$ cat src/rtl/instr_sequencer_if.sv
`default_nettype none
// ============================================================================
// Module      : instr_sequencer_if
// Description : Ready-handshaked instruction/operand memory read port.
//               The sequencer drives the request side; memory answers with
//               mem_ready/mem_rdata.
// Revision    : 1.0 - initial release
// ============================================================================
interface instr_sequencer_if #(
  parameter int DATA_W = 16
) ();
  logic              mem_req;
  logic [DATA_W-1:0] mem_addr;
  logic              mem_ready;
  logic [DATA_W-1:0] mem_rdata;

  modport master (
    output mem_req,
    output mem_addr,
    input  mem_ready,
    input  mem_rdata
  );

  modport slave (
    input  mem_req,
    input  mem_addr,
    output mem_ready,
    output mem_rdata
  );
endinterface
`default_nettype wire

$ cat src/rtl/instr_sequencer.sv
`default_nettype none
// ============================================================================
// Module      : instr_sequencer
// Description : Fetch/decode/control stage feeding the accumulator and the
//               program counter. Instruction = [15:12] opcode, [11:0] operand.
//               Optional macro INSTR_SEQ_ILLEGAL_TRAP_EN: illegal opcodes
//               halt the sequencer and raise the sticky illegal_op_o flag;
//               without it they execute as NOP.
// Revision    : 1.0 - initial release
// ============================================================================
module instr_sequencer #(
  parameter int DATA_W     = 16,
  parameter int WAIT_LIMIT = 15
) (
  input  logic              clk_i,
  input  logic              reset_ni,
  instr_sequencer_if.master mem_bus,
  input  logic [DATA_W-1:0] pc_i,
  input  logic [DATA_W-1:0] acc_i,
  output logic [DATA_W-1:0] data_in_o,
  output logic              acc_load_o,
  output logic              jump_o,
  output logic [DATA_W-1:0] jump_addr_o,
  output logic              pc_en_o,
  output logic              halted_o,
`ifdef INSTR_SEQ_ILLEGAL_TRAP_EN
  output logic              bus_err_o,
  output logic              illegal_op_o
`else
  output logic              bus_err_o
`endif
);

  localparam int                c_WAIT_W   = (WAIT_LIMIT > 0) ? $clog2(WAIT_LIMIT + 1) : 1;
  localparam logic [c_WAIT_W-1:0] c_WAIT_MAX = c_WAIT_W'(WAIT_LIMIT);
  localparam logic [c_WAIT_W-1:0] c_WAIT_ONE = c_WAIT_W'(1);
  localparam logic [DATA_W-1:0]   c_PC_ONE   = DATA_W'(1);

  typedef enum logic [2:0] {
    ST_FETCH   = 3'd0,
    ST_DECODE  = 3'd1,
    ST_OPERAND = 3'd2,
    ST_COMMIT  = 3'd3,
    ST_HALT    = 3'd4
  } state_e;

  state_e              state_q, state_d;
  logic [DATA_W-1:0]   ir_q, ir_d;
  logic                mem_req_q, mem_req_d;
  logic [DATA_W-1:0]   mem_addr_q, mem_addr_d;
  logic [DATA_W-1:0]   data_in_q, data_in_d;
  logic [DATA_W-1:0]   jump_addr_q, jump_addr_d;
  logic                acc_load_q, acc_load_d;
  logic                jump_q, jump_d;
  logic                pc_en_q, pc_en_d;
  logic                halted_q, halted_d;
  logic                bus_err_q, bus_err_d;
  logic                illegal_q, illegal_d;
  logic [c_WAIT_W-1:0] wait_q, wait_d;

  logic [3:0]          w_opcode;
  logic [DATA_W-1:0]   w_operand;
  logic [c_WAIT_W-1:0] w_wait_inc;
  logic                w_timeout;

  assign w_opcode   = ir_q[15:12];
  assign w_operand  = {{(DATA_W-12){1'b0}}, ir_q[11:0]};
  assign w_wait_inc = wait_q + c_WAIT_ONE;
  assign w_timeout  = (WAIT_LIMIT != 0) && (w_wait_inc == c_WAIT_MAX);

  // Next-state and next-output logic; strobes default low so each lasts one cycle.
  always_comb begin
    state_d     = state_q;
    ir_d        = ir_q;
    mem_req_d   = mem_req_q;
    mem_addr_d  = mem_addr_q;
    data_in_d   = data_in_q;
    jump_addr_d = jump_addr_q;
    acc_load_d  = 1'b0;
    jump_d      = 1'b0;
    pc_en_d     = 1'b0;
    halted_d    = halted_q;
    bus_err_d   = bus_err_q;
    illegal_d   = illegal_q;
    wait_d      = wait_q;

    case (state_q)
      ST_FETCH: begin
        if (!mem_req_q) begin
          // Only reached right after reset; later fetches are issued from COMMIT.
          mem_req_d  = 1'b1;
          mem_addr_d = pc_i;
          wait_d     = '0;
        end else if (mem_bus.mem_ready) begin
          ir_d      = mem_bus.mem_rdata;
          mem_req_d = 1'b0;
          state_d   = ST_DECODE;
        end else if (w_timeout) begin
          bus_err_d = 1'b1;
          halted_d  = 1'b1;
          mem_req_d = 1'b0;
          state_d   = ST_HALT;
        end else begin
          wait_d = w_wait_inc;
        end
      end

      ST_DECODE: begin
        case (w_opcode)
          4'h0: begin
            pc_en_d = 1'b1;
            state_d = ST_COMMIT;
          end
          4'h1: begin
            mem_req_d  = 1'b1;
            mem_addr_d = w_operand;
            wait_d     = '0;
            state_d    = ST_OPERAND;
          end
          4'h2: begin
            data_in_d  = w_operand;
            acc_load_d = 1'b1;
            pc_en_d    = 1'b1;
            state_d    = ST_COMMIT;
          end
          4'h3: begin
            jump_addr_d = w_operand;
            jump_d      = 1'b1;
            state_d     = ST_COMMIT;
          end
          4'h4: begin
            if (acc_i == '0) begin
              jump_addr_d = w_operand;
              jump_d      = 1'b1;
            end else begin
              pc_en_d = 1'b1;
            end
            state_d = ST_COMMIT;
          end
          4'hF: begin
            halted_d = 1'b1;
            state_d  = ST_HALT;
          end
          default: begin
`ifdef INSTR_SEQ_ILLEGAL_TRAP_EN
            illegal_d = 1'b1;
            halted_d  = 1'b1;
            state_d   = ST_HALT;
`else
            pc_en_d = 1'b1;
            state_d = ST_COMMIT;
`endif
          end
        endcase
      end

      ST_OPERAND: begin
        if (mem_bus.mem_ready) begin
          data_in_d  = mem_bus.mem_rdata;
          mem_req_d  = 1'b0;
          acc_load_d = 1'b1;
          pc_en_d    = 1'b1;
          state_d    = ST_COMMIT;
        end else if (w_timeout) begin
          bus_err_d = 1'b1;
          halted_d  = 1'b1;
          mem_req_d = 1'b0;
          state_d   = ST_HALT;
        end else begin
          wait_d = w_wait_inc;
        end
      end

      ST_COMMIT: begin
        // The PC updates on this same edge, so the fetch address is the PC's
        // next value: the jump target, pc+1 after an advance, else pc.
        mem_req_d  = 1'b1;
        mem_addr_d = jump_q ? jump_addr_q : (pc_en_q ? pc_i + c_PC_ONE : pc_i);
        wait_d     = '0;
        state_d    = ST_FETCH;
      end

      ST_HALT: begin
        mem_req_d = 1'b0;
      end

      default: begin
        state_d = ST_FETCH;
      end
    endcase
  end

  // State and registered outputs; reset abandons any transaction in flight.
  always_ff @(posedge clk_i or negedge reset_ni) begin
    if (!reset_ni) begin
      state_q     <= ST_FETCH;
      ir_q        <= '0;
      mem_req_q   <= 1'b0;
      mem_addr_q  <= '0;
      data_in_q   <= '0;
      jump_addr_q <= '0;
      acc_load_q  <= 1'b0;
      jump_q      <= 1'b0;
      pc_en_q     <= 1'b0;
      halted_q    <= 1'b0;
      bus_err_q   <= 1'b0;
      illegal_q   <= 1'b0;
      wait_q      <= '0;
    end else begin
      state_q     <= state_d;
      ir_q        <= ir_d;
      mem_req_q   <= mem_req_d;
      mem_addr_q  <= mem_addr_d;
      data_in_q   <= data_in_d;
      jump_addr_q <= jump_addr_d;
      acc_load_q  <= acc_load_d;
      jump_q      <= jump_d;
      pc_en_q     <= pc_en_d;
      halted_q    <= halted_d;
      bus_err_q   <= bus_err_d;
      illegal_q   <= illegal_d;
      wait_q      <= wait_d;
    end
  end

  assign mem_bus.mem_req  = mem_req_q;
  assign mem_bus.mem_addr = mem_addr_q;
  assign data_in_o        = data_in_q;
  assign jump_addr_o      = jump_addr_q;
  assign acc_load_o       = acc_load_q;
  assign jump_o           = jump_q;
  assign pc_en_o          = pc_en_q;
  assign halted_o         = halted_q;
  assign bus_err_o        = bus_err_q;
`ifdef INSTR_SEQ_ILLEGAL_TRAP_EN
  assign illegal_op_o     = illegal_q;
`else
  logic w_unused_illegal;
  assign w_unused_illegal = illegal_q;
`endif

endmodule
`default_nettype wire
$ cat src/flat_wrapper.sv
// flat-port wrapper written by rule: the top's interface ports become plain ports
module instr_sequencer_flat 
#(
  parameter int DATA_W     = 16,
  parameter int WAIT_LIMIT = 15
)
  (clk_i, reset_ni, pc_i, acc_i, data_in_o, acc_load_o, jump_o, jump_addr_o, pc_en_o, halted_o, bus_err_o, mem_bus_mem_req, mem_bus_mem_addr, mem_bus_mem_ready, mem_bus_mem_rdata);
  instr_sequencer_if #(.DATA_W(DATA_W)) mem_bus_i ();
  input  logic clk_i;
  input  logic reset_ni;
  input  logic [DATA_W-1:0] pc_i;
  input  logic [DATA_W-1:0] acc_i;
  output logic [DATA_W-1:0] data_in_o;
  output logic acc_load_o;
  output logic jump_o;
  output logic [DATA_W-1:0] jump_addr_o;
  output logic pc_en_o;
  output logic halted_o;
  output logic bus_err_o;
  output wire logic [$bits(mem_bus_i.mem_req)-1:0] mem_bus_mem_req;
  output wire logic [$bits(mem_bus_i.mem_addr)-1:0] mem_bus_mem_addr;
  input wire logic [$bits(mem_bus_i.mem_ready)-1:0] mem_bus_mem_ready;
  input wire logic [$bits(mem_bus_i.mem_rdata)-1:0] mem_bus_mem_rdata;
  assign mem_bus_mem_req = mem_bus_i.mem_req;
  assign mem_bus_mem_addr = mem_bus_i.mem_addr;
  assign mem_bus_i.mem_ready = mem_bus_mem_ready;
  assign mem_bus_i.mem_rdata = mem_bus_mem_rdata;
  instr_sequencer #(.DATA_W(DATA_W), .WAIT_LIMIT(WAIT_LIMIT)) u_core (.clk_i(clk_i), .reset_ni(reset_ni), .mem_bus(mem_bus_i), .pc_i(pc_i), .acc_i(acc_i), .data_in_o(data_in_o), .acc_load_o(acc_load_o), .jump_o(jump_o), .jump_addr_o(jump_addr_o), .pc_en_o(pc_en_o), .halted_o(halted_o), .bus_err_o(bus_err_o));
endmodule
$ cat config.mk
export PLATFORM = sky130hd
export DESIGN_NAME = instr_sequencer_flat
export DESIGN_NICKNAME = d
export VERILOG_FILES = /design/src/rtl/instr_sequencer_if.sv /design/src/rtl/instr_sequencer.sv /design/src/flat_wrapper.sv
export SDC_FILE = /design/constraint.sdc
export NUM_CORES = 1
export LEC_CHECK = 0
export BUFFER_PORTS_ARGS = -buffer_cell sky130_fd_sc_hd__buf_2
export CORE_MARGIN = 2
export CORE_UTILIZATION = 43
export DETAILED_ROUTE_END_ITERATION = 10
export PLACE_DENSITY = 0.69
export RECOVER_POWER = 25
export SLEW_MARGIN = 25
export SYNTH_ARGS = -nofsm -noshare
export SYNTH_HDL_FRONTEND = slang
export SYNTH_SLANG_ARGS = --single-unit
$ cat constraint.sdc
create_clock -name clk_i -period 1.7 [get_ports clk_i]
set_input_delay 0.51 -clock clk_i [delete_from_list [all_inputs] [get_ports clk_i]]
set_output_delay 0.51 -clock clk_i [all_outputs]
set_load 0.05 [all_outputs]
* After elaboration in Yosys (flattened, before gate mapping)
Cells that the tools add are included.
Word-level totals: bits in registers 77, bits of input ports 51
Operators by class: add/subtract/negate cells 2, eq/ne operators 18, multiplexer cells 46, bitwise gates (word level) 1, reduce and logical (&&, ||, !) cells 19
Operator list (count):
- two-way mux 16 bit | 7
- one-hot mux 16 bit (2 select lines) | 2
- one-hot mux 16 bit (3 select lines) | 1
- two-way mux 1 bit | 18
- AND reduction 3 bit | 6
- adder 16 x 1 -> 16 bit (second input constant) | 1
- zero test 16 bit | 1
- two-way mux 4 bit | 4
- one-hot mux 4 bit (4 select lines) | 1
- two-way mux 3 bit | 4
- one-hot mux 3 bit (4 select lines) | 1
- inequality test 2 bit (second input constant) | 5
- one-hot mux 1 bit (2 select lines) | 5
- == test 4 x 2 -> 1 bit (second input constant) | 2
- == test 4 bit (second input constant) | 2
- == test 3 x 2 -> 1 bit (second input constant) | 2
- one-hot mux 3 bit (2 select lines) | 1
- AND reduction 2 bit | 3
- nonzero test 2 bit | 3
- nonzero test 3 bit | 2
- one-hot mux 1 bit (5 select lines) | 1
- nonzero test 5 bit | 1
- adder 4 x 1 -> 4 bit (second input constant) | 1
- == test 4 x 1 -> 1 bit (second input constant) | 1
- 10 further kinds | 11

* Longest topological paths before layout
Gate-level depths: netlist of the first run.
word-level depth 6, depth in mapped cells 7, depth with buffers taken out 6

* Worst setup path before layout of the first run
Ideal clock, no wire load.
path type register to register, start point register u_core.pc_en_q (netlist: u_core.pc_en_o), end point register u_core.mem_addr_q[13] (netlist: u_core.mem_bus.mem_addr[13]), library setup time 0.138 ns, arrival time 1.924 ns, data required time 1.562 ns, slack -0.362 ns, cell stages (with the launch flop) 6, path buffers 1, path through dfrtp_1 > buf_2 > nand4_1 > nor4_1 > mux2i_1 > o221ai_1
On the way: cells in the longest elaborated chain, start to end 3
RTL lines:
- start, declared | line instr_sequencer.sv:55 | logic pc_en_q, pc_en_d;
- start signal, assigned | line instr_sequencer.sv:218 | pc_en_q <= pc_en_d;
- two-way mux 16 bit (2 in a row) | line instr_sequencer.sv:178 | mem_addr_d = jump_q ? jump_addr_q : (pc_en_q ? pc_i + c_PC_ONE : pc_i);
- one-hot mux 16 bit (3 select lines) | line instr_sequencer.sv:87 | case (state_q)
- end signal, assigned | line instr_sequencer.sv:213 | mem_addr_q <= mem_addr_d;
- end, declared | line instr_sequencer.sv:50 | logic [DATA_W-1:0] mem_addr_q, mem_addr_d;
Every way passes these cells. A chain may end at the register's enable or synchronous reset.

* Final worst setup path of the first run
start point register u_core.ir_q[13], end point register u_core.wait_q[3]
On the way: cells in the longest elaborated chain, start to end 3
RTL lines:
- start, declared | line instr_sequencer.sv:48 | logic [DATA_W-1:0] ir_q, ir_d;
- start signal, assigned | line instr_sequencer.sv:211 | ir_q <= ir_d;
- == test 4 x 1 -> 1 bit | line instr_sequencer.sv:109 | case (w_opcode)
- inequality test 2 bit (no line)
- AND reduction 2 bit (no line)
- end signal, assigned | line instr_sequencer.sv:222 | wait_q <= wait_d;
- end, declared | line instr_sequencer.sv:59 | logic [c_WAIT_W-1:0] wait_q, wait_d;
Every way passes these cells.

==> impl_summary.log, run 1 <==
[metrics] synthesis-stage register bit count: 73
[metrics] root buffer cell: sky130_fd_sc_hd__clkbuf_8
[metrics] run status: finished, violations left
[metrics] sinks on the clock net: 73
[metrics] worst hold-check path type: in -> reg
[metrics] proportion of layout cells with a drive suffix above 1: 41.6%
[metrics] starting density of the core: about 45%
[metrics] average routed wire per standard cell: 17.4 um
[metrics] Finished Cell Area: 5800 um^2
[metrics] estimated wirelength of the detail-placed design: between 9000 and 10000 um
[metrics] area of the mapped netlist: 4170 um^2
[metrics] cell count after synthesis: between 400 and 500
[metrics] fill cell total of the finished layout: 805
[metrics] routed wire length: approximately 13000 um
[metrics] floorplan die area: 10500 um^2
[metrics] number of buffers added by the clock tree synthesis step: 9
[metrics] Final Cycle Share: 115%
[metrics] clock slew at the register clock pins of the worst setup and hold paths: 0.08 ns
[metrics] final count of negative-setup-slack endpoints: 22
[metrics] Synth area leaders: sky130_fd_sc_hd__dfrtp_1 44%, sky130_fd_sc_hd__mux2i_1 4.3%, sky130_fd_sc_hd__mux2_2 4.3%
[metrics] GR Overflow Total: 0
[metrics] CP max stage cell: sky130_fd_sc_hd__or4b_4
[metrics] largest net degree at the start of global routing: 38
[metrics] number of distinct library cell variants in the gate-level netlist after synthesis: 67
[metrics] Worst Max-Slew Pin Slew: 0.517 ns
[metrics] leading register cell type out of synthesis: sky130_fd_sc_hd__dfrtp_1
[metrics] combined area of the multi-input logic cells: 2350 um^2
[metrics] crit start category: register
[metrics] number of cells after detailed placement: 700
[metrics] Worst Setup Path Type: reg -> reg
[metrics] Worst Path Required: around 2.0 ns
[metrics] minimum clock period: 1.95 ns
[metrics] Pins Over Slew Limit: 0
[metrics] CTS Buffer Depth: 2
[metrics] Post-synth EDFFs: 0
[metrics] length of the first detailed-routing pass in iterations: 4
[metrics] number of max-cap violations: 0
[metrics] Yosys top cell area share: 43.8%
[metrics] Worst Slack Setup Final: -0.252 ns
[metrics] clock insertion delay at the later pin of the skew report: 0.35 ns
[metrics] count of endpoints failing hold in the final timing report: 0
[metrics] detailed-route via count: roughly 4200
[metrics] number of global-route vias before repair: 4012
[metrics] Critical Path Max Stage Delay: approximately 0.62 ns
[metrics] initial antenna violation count: 0
[metrics] growth of design area from synthesis to finish: 39.0%
[metrics] violated checks: setup timing
[metrics] RSZ-0062 raised after global routing: yes
[metrics] number of H-tree levels: 3
[metrics] antenna fix cells: 0
[metrics] share of synthesized area occupied by flip-flops and latches: 43.8%
[metrics] endpoint type of the worst setup path: register
[metrics] number of nets with antenna violations after detailed routing: 0
[metrics] cells along the critical path: or4b_4 -> a2111o_1 -> or3_1 -> a21oi_2
[metrics] family with the most delay on the worst path: simple AND/OR/NAND/NOR gates
[metrics] timing-limited maximum frequency: a little over 500 MHz
[metrics] Leak: between 2 and 3 nW
[metrics] net count of the finished layout: between 600 and 700
[metrics] final std cells w/o fill: 727
[metrics] Overall Global Routing Usage: 24.1%
[metrics] clock tree from TritonCTS: done
[metrics] worst path arrival time: around 2.2 ns
[metrics] sequential cell area in the final layout: about 1800 um^2
[metrics] highest fanout seen on the critical path: 5
[metrics] relative slew slack: 65.5%
[metrics] top-level I/O count: 105
[metrics] total cell area at the placement stage: 5280 um^2
[metrics] post-detailed-route via-to-cell ratio: 5.73
[metrics] number of DRC violations after detailed-routing iteration 0: 219
[metrics] wire length of the first global-routing pass: 20000 um
[metrics] Power Density: ~660 nW/um^2
[metrics] mean post-synth cell area: 9.55 um^2
[metrics] count of yosys warnings during synthesis: 0
[metrics] final hold slack: ~0.4 ns
[metrics] die span in y: 103 um
[metrics] CP bufs+invs: 0
[metrics] die boundary width: approximately 100 um
[metrics] DRC violations left: 0
[metrics] cell type with the highest aggregate area in the netlist: sky130_fd_sc_hd__dfrtp_1
[metrics] core region area: slightly above 9000 um^2
[metrics] routability-driven placement congestion ratio: 0.899
[metrics] largest vdd supply drop: 527 uV
[metrics] fraction of synthesis flops using an asynchronous set or reset pin: 100%
[metrics] row count: 35
[metrics] Clock Skew: 0.00890 ns
[metrics] Port Buffers: 100
==> cell type report <==
| type | instances | share of cell area, % |
|---|---|---|
| Clock buffer | 9 | 2.14 |
| Clock inverter | 7 | 2.46 |
| Inverter | 15 | 0.971 |
| Multi-Input combinational cell | 320 | 40.5 |
| Sequential cell | 73 | 31.5 |
| Tap cell | 129 | 2.78 |
| Timing Repair Buffer | 174 | 19.7 |
==> what timing repair did <==
item | in CTS | in global routing
buffers inserted | 9 | 0
setup endpoints to repair | 21 | 48
pin swaps | 14 | 5
hold buffers | 1 | 0
hold endpoints to repair | 2 | 0
gates resized for setup | 31 | 18
gates cloned | 1 | 0
==> synth_stat cells (all sizes together), types with 2 or more instances <==
library cell  count
nand4            19
a211o             2
nor4             10
o211ai           13
nand2            32
buf              16
or3               4
nor3b             4
a22oi            12
and2              3
mux2             16
a31oi             6
xnor2             4
o21a              4
nand3b            3
nand3            17
ha                3
o31ai             4
inv              15
nor2             22
o21bai            2
nand4bb           3
nand2b            3
clkbuf           17
mux2i            18
nor3              8
a221oi            4
o31a              3
nor2b             2
dfrtp            73
o21ai            33
a22o              5
a211oi            4
a21oi            27
a21bo             2
==> logic make-up (layout without fill, tap and decap cells) <==
group	after synthesis	in the layout	share of synthesized area (%)
AOI/OAI and AO/OA	134	134	21.6
and+or+nand+nor	140	141	18.7
adders and majority gates	3	3	0.900
other	1	4	0.0899
xor gates and xnor gates	4	4	0.839
buffers and inverters	48	205	5.46
muxes	34	34	8.64
DFF	73	73	43.8
==> report_power, final <==
group / internal [mW] / total [mW] / switching [mW] / leakage [nW]
sequential: 1.74 / 1.74 / 0.00571 / 0.900
clock: 1.13 / 1.82 / 0.695 / 0.133
combinational: 0.0965 / 0.244 / 0.148 / 1.54
total: 2.96 / 3.81 / 0.849 / 2.57
==> worst register-to-register path, delay by kind of cell (launching register included) <==
kind	cells	cell delay, ns
AND/OR/NAND/NOR	2	0.96
AO/OA/AOI/OAI	2	0.54
flip-flops	1	0.38
==> registers in the layout, summed over array words and instances, names as in the netlist <==
| signal | flops |
|---|---|
| u_core.ir_q | 16 |
| u_core.halted_o | 1 |
| u_core.bus_err_o | 1 |
| u_core.jump_o | 1 |
| u_core.data_in_o | 16 |
| u_core.pc_en_o | 1 |
| u_core.mem_bus.mem_req | 1 |
| u_core.mem_bus.mem_addr | 16 |
| u_core.state_q | 3 |
| u_core.wait_q | 4 |
| u_core.acc_load_o | 1 |
| u_core.jump_addr_o | 12 |
==> through the flow <==
step | util [%] | total power [mW] | setup TNS, ns | setup slack [ns]
detailed placement | 56.6 | 2.02 | -3.03 | -0.254
finish | 62.2 | 3.81 | -2.53 | -0.252
global placement | 56.6 | 2.02 | -2.37 | -0.212
CTS | 61.4 | 3.84 | -1.93 | -0.213
global route | 62.2 | 3.93 | -4.06 | -0.287
floorplan | - | 1.86 | -2.33 | -0.168
==> layer usage <==
metal | wire [um] | track usage (%) | share of wire [%]
met3 | 791 | 4.88 | 6.3
met1 | 5790 | 34.0 | 46
met2 | 5880 | 38.9 | 47
met4 | 157 | 4.92 | 1.2
met5 | 0 | 0 | 0
==> worst paths after layout <==
check,start,endpoint,slack (ns),cells after the start
min,mem_bus_mem_rdata[6],u_core.ir_q[6],0.41,2
min in group asynchronous,reset_ni,u_core.wait_q[0],0.57,2
max reg2reg,u_core.ir_q[13],u_core.wait_q[3],-0.25,4
min reg2reg,u_core.halted_o,u_core.halted_o,0.48,2
max,u_core.ir_q[13],u_core.wait_q[3],-0.25,4
max in group asynchronous,reset_ni,u_core.pc_en_o,0.27,3
==> placed cells by master (no fill, tap or decap), types with 15 or more instances in the layout <==
master	count
sky130_fd_sc_hd__nor2_1	15
sky130_fd_sc_hd__nand2_1	30
sky130_fd_sc_hd__buf_2	97
sky130_fd_sc_hd__nand4_1	19
sky130_fd_sc_hd__mux2i_1	18
sky130_fd_sc_hd__mux2_2	16
sky130_fd_sc_hd__o21ai_0	21
sky130_fd_sc_hd__dfrtp_1	72
sky130_fd_sc_hd__buf_4	60
sky130_fd_sc_hd__nand3_1	17
sky130_fd_sc_hd__inv_1	15
sky130_fd_sc_hd__a21oi_1	25
(Power assumes the default switching activity.)
==> run 2, diff against run 1 <==
--- a/config.mk
+++ b/config.mk
@@ -9,8 +9,9 @@
 export CORE_MARGIN = 2
 export CORE_UTILIZATION = 43
 export DETAILED_ROUTE_END_ITERATION = 10
-export PLACE_DENSITY = 0.69
+export PLACE_DENSITY = 0.67
 export RECOVER_POWER = 25
+export REMOVE_ABC_BUFFERS = 1
 export SLEW_MARGIN = 25
 export SYNTH_ARGS = -nofsm -noshare
 export SYNTH_HDL_FRONTEND = slang
==> constraint.sdc (replaced) <==
create_clock -name clk_i -period 2.41 [get_ports clk_i]
set_input_delay 0.723 -clock clk_i [delete_from_list [all_inputs] [get_ports clk_i]]
set_output_delay 0.723 -clock clk_i [all_outputs]
set_load 0.05 [all_outputs]
==> run 2 against run 1 <==
  * The run now ends clean
  * Largest cell class unchanged
  * Core utilization fell by 7.5 points
  * Critical endpoint is now u_core.mem_bus.mem_addr[3]
  * Clock power down 42%
  * Setup slack improved by 0.59 ns
==> impl_summary.log, run 2 (synthesis gave the netlist of run 1 again) <==
[metrics] run status: finished, final reports clean
[metrics] RSZ-0062 raised after global routing: no
[metrics] top-level I/O count: 105 (unchanged)
[metrics] timing-limited maximum frequency: 484 MHz (-5.6%)
[metrics] Final Cycle Share: 85.8% (-29 points)
[metrics] wire length of the first global-routing pass: 18900 um (-5.1%)
[metrics] growth of design area from synthesis to finish: 22.2%
[metrics] commonest non-fill, non-tap cells in the layout: 99 x sky130_fd_sc_hd__buf_2, 73 x sky130_fd_sc_hd__dfrtp_1, 32 x sky130_fd_sc_hd__nand2_1
[metrics] die span in y: 103 um (unchanged)
[metrics] number of nets with antenna violations after detailed routing: 0 (unchanged)
[metrics] DRC violations left: 0 (unchanged)
[metrics] proportion of layout cells with a drive suffix above 1: 30.5% (-11 points)
[metrics] number of DRC violations after detailed-routing iteration 0: 213 (-2.7%)
[metrics] CP max stage cell: sky130_fd_sc_hd__or4b_4
[metrics] relative slew slack: 22.7% (-43 points)
[metrics] largest vdd supply drop: 274 uV (-48%)
[metrics] final count of negative-setup-slack endpoints: 0 (-100%)
[metrics] crit start category: register
[metrics] net count of the finished layout: 597 (-7.7%)
[metrics] cells along the critical path: or4b_4 -> a211o_2 -> a221oi_1 -> a21oi_1
[metrics] count of hold buffers inserted by post-cts repair: 0 (-1)
[metrics] detailed-route via count: 3912 (-6.1%)
[metrics] root buffer cell: sky130_fd_sc_hd__clkbuf_8
[metrics] worst hold-check path type: reg -> reg
[metrics] CP bufs+invs: 0 (unchanged)
[metrics] GR Overflow Total: 0 (unchanged)
[metrics] Leak: 2.27 nW (-12%)
[metrics] Pins Over Slew Limit: 0 (unchanged)
[metrics] floorplan die area: 10500 um^2 (unchanged)
[metrics] sinks on the clock net: 73 (unchanged)
[metrics] number of buffers inserted by post-CTS setup repair: 0 (-9)
[metrics] family with the most delay on the worst path: compound AO/OA/AOI/OAI gates
[metrics] sequential cell area in the final layout: 1830 um^2 (about the same)
[metrics] clock insertion delay at the later pin of the skew report: 0.36 ns (about the same)
[metrics] Critical Path Max Stage Delay: 0.65 ns (+0.03 ns)
[metrics] Worst Setup Path Type: reg -> reg
[metrics] fill cell total of the finished layout: 864 (+7.3%)
[metrics] number of cells after detailed placement: 661 (-5.6%)
[metrics] most common library cell in the layout ignoring fill and taps: sky130_fd_sc_hd__buf_2
[metrics] number of max-cap violations: 0 (unchanged)
[metrics] number of buffers added by the clock tree synthesis step: 9 (unchanged)
[metrics] total power: 2.43 mW (-36%)
[metrics] antenna fix cells: 0 (unchanged)
[metrics] total cell area at the placement stage: 4900 um^2 (-7.2%)
[metrics] CTS Buffer Depth: 2 (unchanged)
[metrics] Worst Max-Slew Pin Slew: 1.16 ns (+0.641 ns)
[metrics] post-cts gate resize count: 0 (-100%)
[metrics] Overall Global Routing Usage: 23.3% (-0.76 points)
[metrics] clock tree from TritonCTS: done
[metrics] minimum clock period: 2.07 ns (+0.115 ns)
[metrics] endpoint type of the worst setup path: register
[metrics] row count: 35 (unchanged)
[metrics] number of global-route vias before repair: 3670 (-8.5%)
[metrics] number of H-tree levels: 3 (unchanged)
[metrics] die boundary width: 103 um (unchanged)
[metrics] clock slew at the register clock pins of the worst setup and hold paths: 0.08 ns (about the same)
[metrics] combined area of the multi-input logic cells: 2140 um^2 (-9.0%)
[metrics] Final Util: 54.7% (-7.5 points)
[metrics] Power Density: 477 nW/um^2 (-27%)
[metrics] Clock Skew: 0.00758 ns (-0.00132 ns)
[metrics] largest net degree at the start of global routing: 56 (+47%)
[metrics] length of the first detailed-routing pass in iterations: 5 (+1)
[metrics] Worst Path Required: 2.65 ns (+0.67 ns)
[metrics] starting density of the core: 44.7% (unchanged)
[metrics] count of endpoints failing hold in the final timing report: 0 (unchanged)
[metrics] final std cells w/o fill: 676 (-7.0%)
[metrics] Port Buffers: 100 (unchanged)
[metrics] worst path arrival time: 2.31 ns (+0.08 ns)
[metrics] initial antenna violation count: 0 (unchanged)
[metrics] routed wire length: 11600 um (-8.3%)
[metrics] estimated wirelength of the detail-placed design: 8330 um (-10%)
[metrics] Finished Cell Area: 5100 um^2 (-12%)
[metrics] core region area: 9330 um^2 (unchanged)
[metrics] average routed wire per standard cell: 17.1 um (-1.3%)
[metrics] highest fanout seen on the critical path: 13 (+8)
[metrics] post-detailed-route via-to-cell ratio: 5.79 (+0.94%)
[metrics] routability-driven placement congestion ratio: 0.887 (-1.3%)
-- run 2: through the flow --
stage               hold WS (ns)  setup slack (ns)  setup TNS (ns)
global route               0.512             0.225               0
detailed placement         0.462             0.296               0
CTS                        0.244             0.321               0
floorplan                  0.427            -0.420           -6.56
finish                     0.480             0.343               0
global placement           0.457             0.304               0
-- run 2: final timing paths --
kind / from / end / slack [ns] / depth (start not counted)
setup / recovery: u_core.ir_q[14] / u_core.mem_bus.mem_addr[3] / 0.34 / 4
hold / removal: u_core.data_in_o[4] / u_core.data_in_o[4] / 0.48 / 2
setup reg to reg: u_core.ir_q[14] / u_core.mem_bus.mem_addr[3] / 0.34 / 4
hold reg to reg: u_core.data_in_o[4] / u_core.data_in_o[4] / 0.48 / 2
max in group asynchronous: reset_ni / u_core.jump_addr_o[1] / 0.98 / 2
min in group asynchronous: reset_ni / u_core.wait_q[2] / 0.57 / 1
-- run 2: worst register-to-register path, delay by kind of cell (launching register included) --
family,cells,cell delay [ns]
flops,1,0.44
simple gates,1,0.65
compound gates,3,0.86
-- run 2: layout make-up --
cell class | instances | area share, %
clock buffer | 9 | 2.43
timing repair buffer | 125 | 14.0
inverter | 15 | 1.10
multi-input combinational | 319 | 41.9
tap | 129 | 3.16
sequential | 73 | 35.8
clock inverter | 6 | 1.64
-- run 2: where the power goes --
part	leakage, nW	switching [mW]	internal, mW	total [mW]
clock network	0.109	0.483	0.574	1.06
registers	0.901	0.00408	1.23	1.23
logic	1.26	0.0955	0.0513	0.147
-- run 2: routing by layer --
| metal | vias up | routed length [um] | share of wire, % | GRT usage [%] |
|---|---|---|---|---|
| met5 | - | 0 | 0 | 0 |
| met4 | 0 | 247 | 2.1 | 10.6 |
| met3 | 18 | 721 | 6.2 | 3.66 |
| met2 | 144 | 5400 | 47 | 35.3 |
| met1 | 1899 | 5210 | 45 | 33.1 |
| li1 | 1851 | - | - | - |
==> run 3, diff against run 2 <==
--- a/config.mk
+++ b/config.mk
@@ -8,6 +8,7 @@
 export BUFFER_PORTS_ARGS = -buffer_cell sky130_fd_sc_hd__buf_2
 export CORE_MARGIN = 2
 export CORE_UTILIZATION = 43
+export CTS_CLUSTER_SIZE = 8
 export DETAILED_ROUTE_END_ITERATION = 10
 export PLACE_DENSITY = 0.67
 export RECOVER_POWER = 25
==> constraint.sdc (replaced) <==
create_clock -name clk_i -period 2.41 [get_ports clk_i]
set_input_delay 0.723 -clock clk_i [delete_from_list [all_inputs] [get_ports clk_i]]
set_output_delay 0.723 -clock clk_i [all_outputs]
set_load 0.1 [all_outputs]
==> run 3 against run 2 <==
  * Clock power up 15%
  * Setup slack got worse by 0.22 ns
  * Global-route usage is the same
  * Sequential share of layout area shrank 0.14 points
  * Via count grew 0.38%
  * Final area rose by 0.39%
  * Power is 7.4% higher
  * Largest cell class unchanged
  * Highest routed layer unchanged
==> impl_summary.log, run 3 (synthesis gave the netlist of run 1 again) <==
[metrics] Final Cycle Share: 94.9% (+9.1 points)
[metrics] Reg2Reg Depth: 4 (unchanged)
[metrics] number of cells after detailed placement: 660 (-0.15%)
[metrics] worst hold-check path type: reg -> reg
[metrics] Worst Max-Slew Pin Slew: 1.04 ns (-0.122 ns)
[metrics] die boundary width: 103 um (unchanged)
[metrics] source of the worst hold timing path: u_core.data_in_o[4]
[metrics] number of nets with antenna violations after detailed routing: 0 (unchanged)
[metrics] CP max stage cell: sky130_fd_sc_hd__dfrtp_1
[metrics] Pins Over Slew Limit: 0 (unchanged)
[metrics] die span in y: 103 um (unchanged)
[metrics] Clock Skew: 0.0155 ns (+0.00791 ns)
[metrics] wire length of the first global-routing pass: 19200 um (+1.3%)
[metrics] run status: finished, final reports clean
[metrics] final count of negative-setup-slack endpoints: 0 (unchanged)
[metrics] Leak: 2.27 nW (about the same)
[metrics] Reg-to-Reg Start: u_core.ir_q[14]
[metrics] sequential cell area in the final layout: 1830 um^2 (unchanged)
[metrics] Worst Hold End: u_core.data_in_o[4]
[metrics] largest vdd supply drop: 266 uV (-2.9%)
[metrics] Power Density: 510 nW/um^2 (+7.0%)
[metrics] sinks on the clock net: 73 (unchanged)
[metrics] endpoint type of the worst setup path: output port
[metrics] DRC violations left: 0 (unchanged)
[metrics] fill cell total of the finished layout: 860 (-0.46%)
[metrics] length of the first detailed-routing pass in iterations: 5 (unchanged)
[metrics] post-cts gate resize count: 0 (unchanged)
[metrics] number of buffers added by the clock tree synthesis step: 9 (unchanged)
[metrics] number of DRC violations after detailed-routing iteration 0: 279 (+31%)
[metrics] reg-to-reg slack, setup: 0.25 ns (-0.09 ns)
[metrics] Worst Setup Path Type: reg -> out
[metrics] CP bufs+invs: 1 (+1)
[metrics] CTS Buffer Depth: 2 (unchanged)
[metrics] Switching Share: 24.5% (+0.56 points)
[metrics] Port Buffers: 100 (unchanged)
[metrics] net switching component of the power: 0.640 mW (+9.9%)
[metrics] number of cells traversed by the worst hold path: 2 (unchanged)
[metrics] number of H-tree levels: 3 (unchanged)
[metrics] starting density of the core: 44.7% (unchanged)
[metrics] count of endpoints failing hold in the final timing report: 0 (unchanged)
[metrics] GR Overflow Total: 0 (unchanged)
[metrics] detailed-route via count: 3927 (+0.38%)
[metrics] clock slew at the register clock pins of the worst setup and hold paths: 0.08 ns (about the same)
[metrics] count of hold buffers inserted by post-cts repair: 0 (unchanged)
[metrics] relative slew slack: 30.9% (+8.1 points)
[metrics] post-detailed-route via-to-cell ratio: 5.81 (+0.38%)
[metrics] final hold slack: 0.478 ns (-0.00189 ns)
[metrics] capture point of the worst reg-to-reg path: u_core.mem_bus.mem_addr[3]
[metrics] root buffer cell: sky130_fd_sc_hd__clkbuf_8
[metrics] family with the most delay on the worst path: flip-flops
[metrics] minimum clock period: 2.29 ns (+0.220 ns)
[metrics] cells along the critical path: buf_2
[metrics] routed wire length: 11700 um (+1.3%)
[metrics] floorplan die area: 10500 um^2 (unchanged)
[metrics] timing-limited maximum frequency: 437 MHz (-9.6%)
[metrics] largest net degree at the start of global routing: 57 (+1.8%)
[metrics] worst path arrival time: 1.56 ns (-0.75 ns)
[metrics] row count: 35 (unchanged)
[metrics] sequential group share of total power: 47.1% (-3.5 points)
[metrics] growth of design area from synthesis to finish: 22.7%
[metrics] initial antenna violation count: 0 (unchanged)
[metrics] top-level I/O count: 105 (unchanged)
[metrics] clock tree from TritonCTS: done
[metrics] Overall Global Routing Usage: 23.3% (unchanged)
[metrics] number of global-route vias before repair: 3658 (-0.33%)
[metrics] combined area of the multi-input logic cells: 2140 um^2 (unchanged)
[metrics] clock insertion delay at the later pin of the skew report: 0.37 ns (about the same)
[metrics] commonest non-fill, non-tap cells in the layout: 99 x sky130_fd_sc_hd__buf_2, 73 x sky130_fd_sc_hd__dfrtp_1, 32 x sky130_fd_sc_hd__nand2_1
[metrics] routability-driven placement congestion ratio: 0.853 (-3.8%)
[metrics] crit start category: register
[metrics] number of buffers inserted by post-CTS setup repair: 0 (unchanged)
[metrics] most common library cell in the layout ignoring fill and taps: sky130_fd_sc_hd__buf_2
[metrics] proportion of layout cells with a drive suffix above 1: 30.5% (unchanged)
[metrics] Critical Path Max Stage Delay: 0.67 ns (+0.02 ns)
[metrics] Worst Path Required: 1.69 ns (-0.96 ns)
[metrics] estimated wirelength of the detail-placed design: 8360 um (+0.36%)
[metrics] net count of the finished layout: 596 (-0.17%)
[metrics] path length in cells of the critical path: 1 (-3)
[metrics] clock power share: 46.6% (+3.2 points)
[metrics] relative contribution of combinational cells to total power: 6.3% (+0.3 points)
[metrics] final std cells w/o fill: 676 (unchanged)
[metrics] Final Util: 54.9% (+0.21 points)
[metrics] core region area: 9330 um^2 (unchanged)
[metrics] Setup TNS: 0 ns (unchanged)
[metrics] antenna fix cells: 0 (unchanged)
[metrics] highest fanout seen on the critical path: 15 (+2)
[metrics] RSZ-0062 raised after global routing: no
[metrics] number of max-cap violations: 0 (unchanged)
[metrics] average routed wire per standard cell: 17.3 um (+1.3%)
[metrics] design internal power: 1.97 mW (+6.6%)
-- run 3: changes by cell type in the layout (fill, tap and decap cells not counted), sizes merged --
cell,change
clkbuf,+1
clkinvlp,+1
bufinv,+1
inv,+3
buf,-2
clkinv,-4
-- run 3: final cells by class --
cell class              instances  area share [%]
clock inverters                 7            2.42
multi-input cells             319            41.7
well taps                     129            3.15
flip-flops and latches         73            35.7
clock buffers                   9            2.42
repair buffers                124            13.5
inverters                      15            1.10
-- run 3: layer usage --
layer  GRT usage (%)  wire length (um)  vias to the layer above
met3            5.08               880                       14
met2            34.8              5370                      172
met5               0                 0                        -
met1            34.2              5320                     1886
li1                -                 -                     1855
met4            6.87               149                        0
-- run 3: worst max path at each step --
stage                                       end              start
finish                                   jump_o      u_core.jump_o
global route                             jump_o      u_core.jump_o
CTS                                      jump_o      u_core.jump_o
detailed placement  u_core.mem_bus.mem_addr[14]            pc_i[0]
global placement    u_core.mem_bus.mem_addr[14]            pc_i[0]
floorplan                  u_core.data_in_o[12]  u_core.state_q[2]
-- run 3: power by group through the flow --
stage                     Combinational [mW]  Sequential (mW)  Clock (mW)
after floorplan                       0.0568             1.27           0
after global placement                 0.166             1.26           0
after detailed placement               0.169             1.26           0
after CTS                              0.169             1.23        1.23
after global routing                   0.182             1.23        1.29
final                                  0.165             1.23        1.22
-- run 3: through the flow --
step	setup slack (ns)	instance area, um^2	power [mW]
after global placement	0.318	4890	1.42
after global routing	0.0643	5120	2.70
after floorplan	-0.420	4010	1.32
after CTS	0.129	5140	2.63
final	0.123	5120	2.61
after detailed placement	0.259	4890	1.42
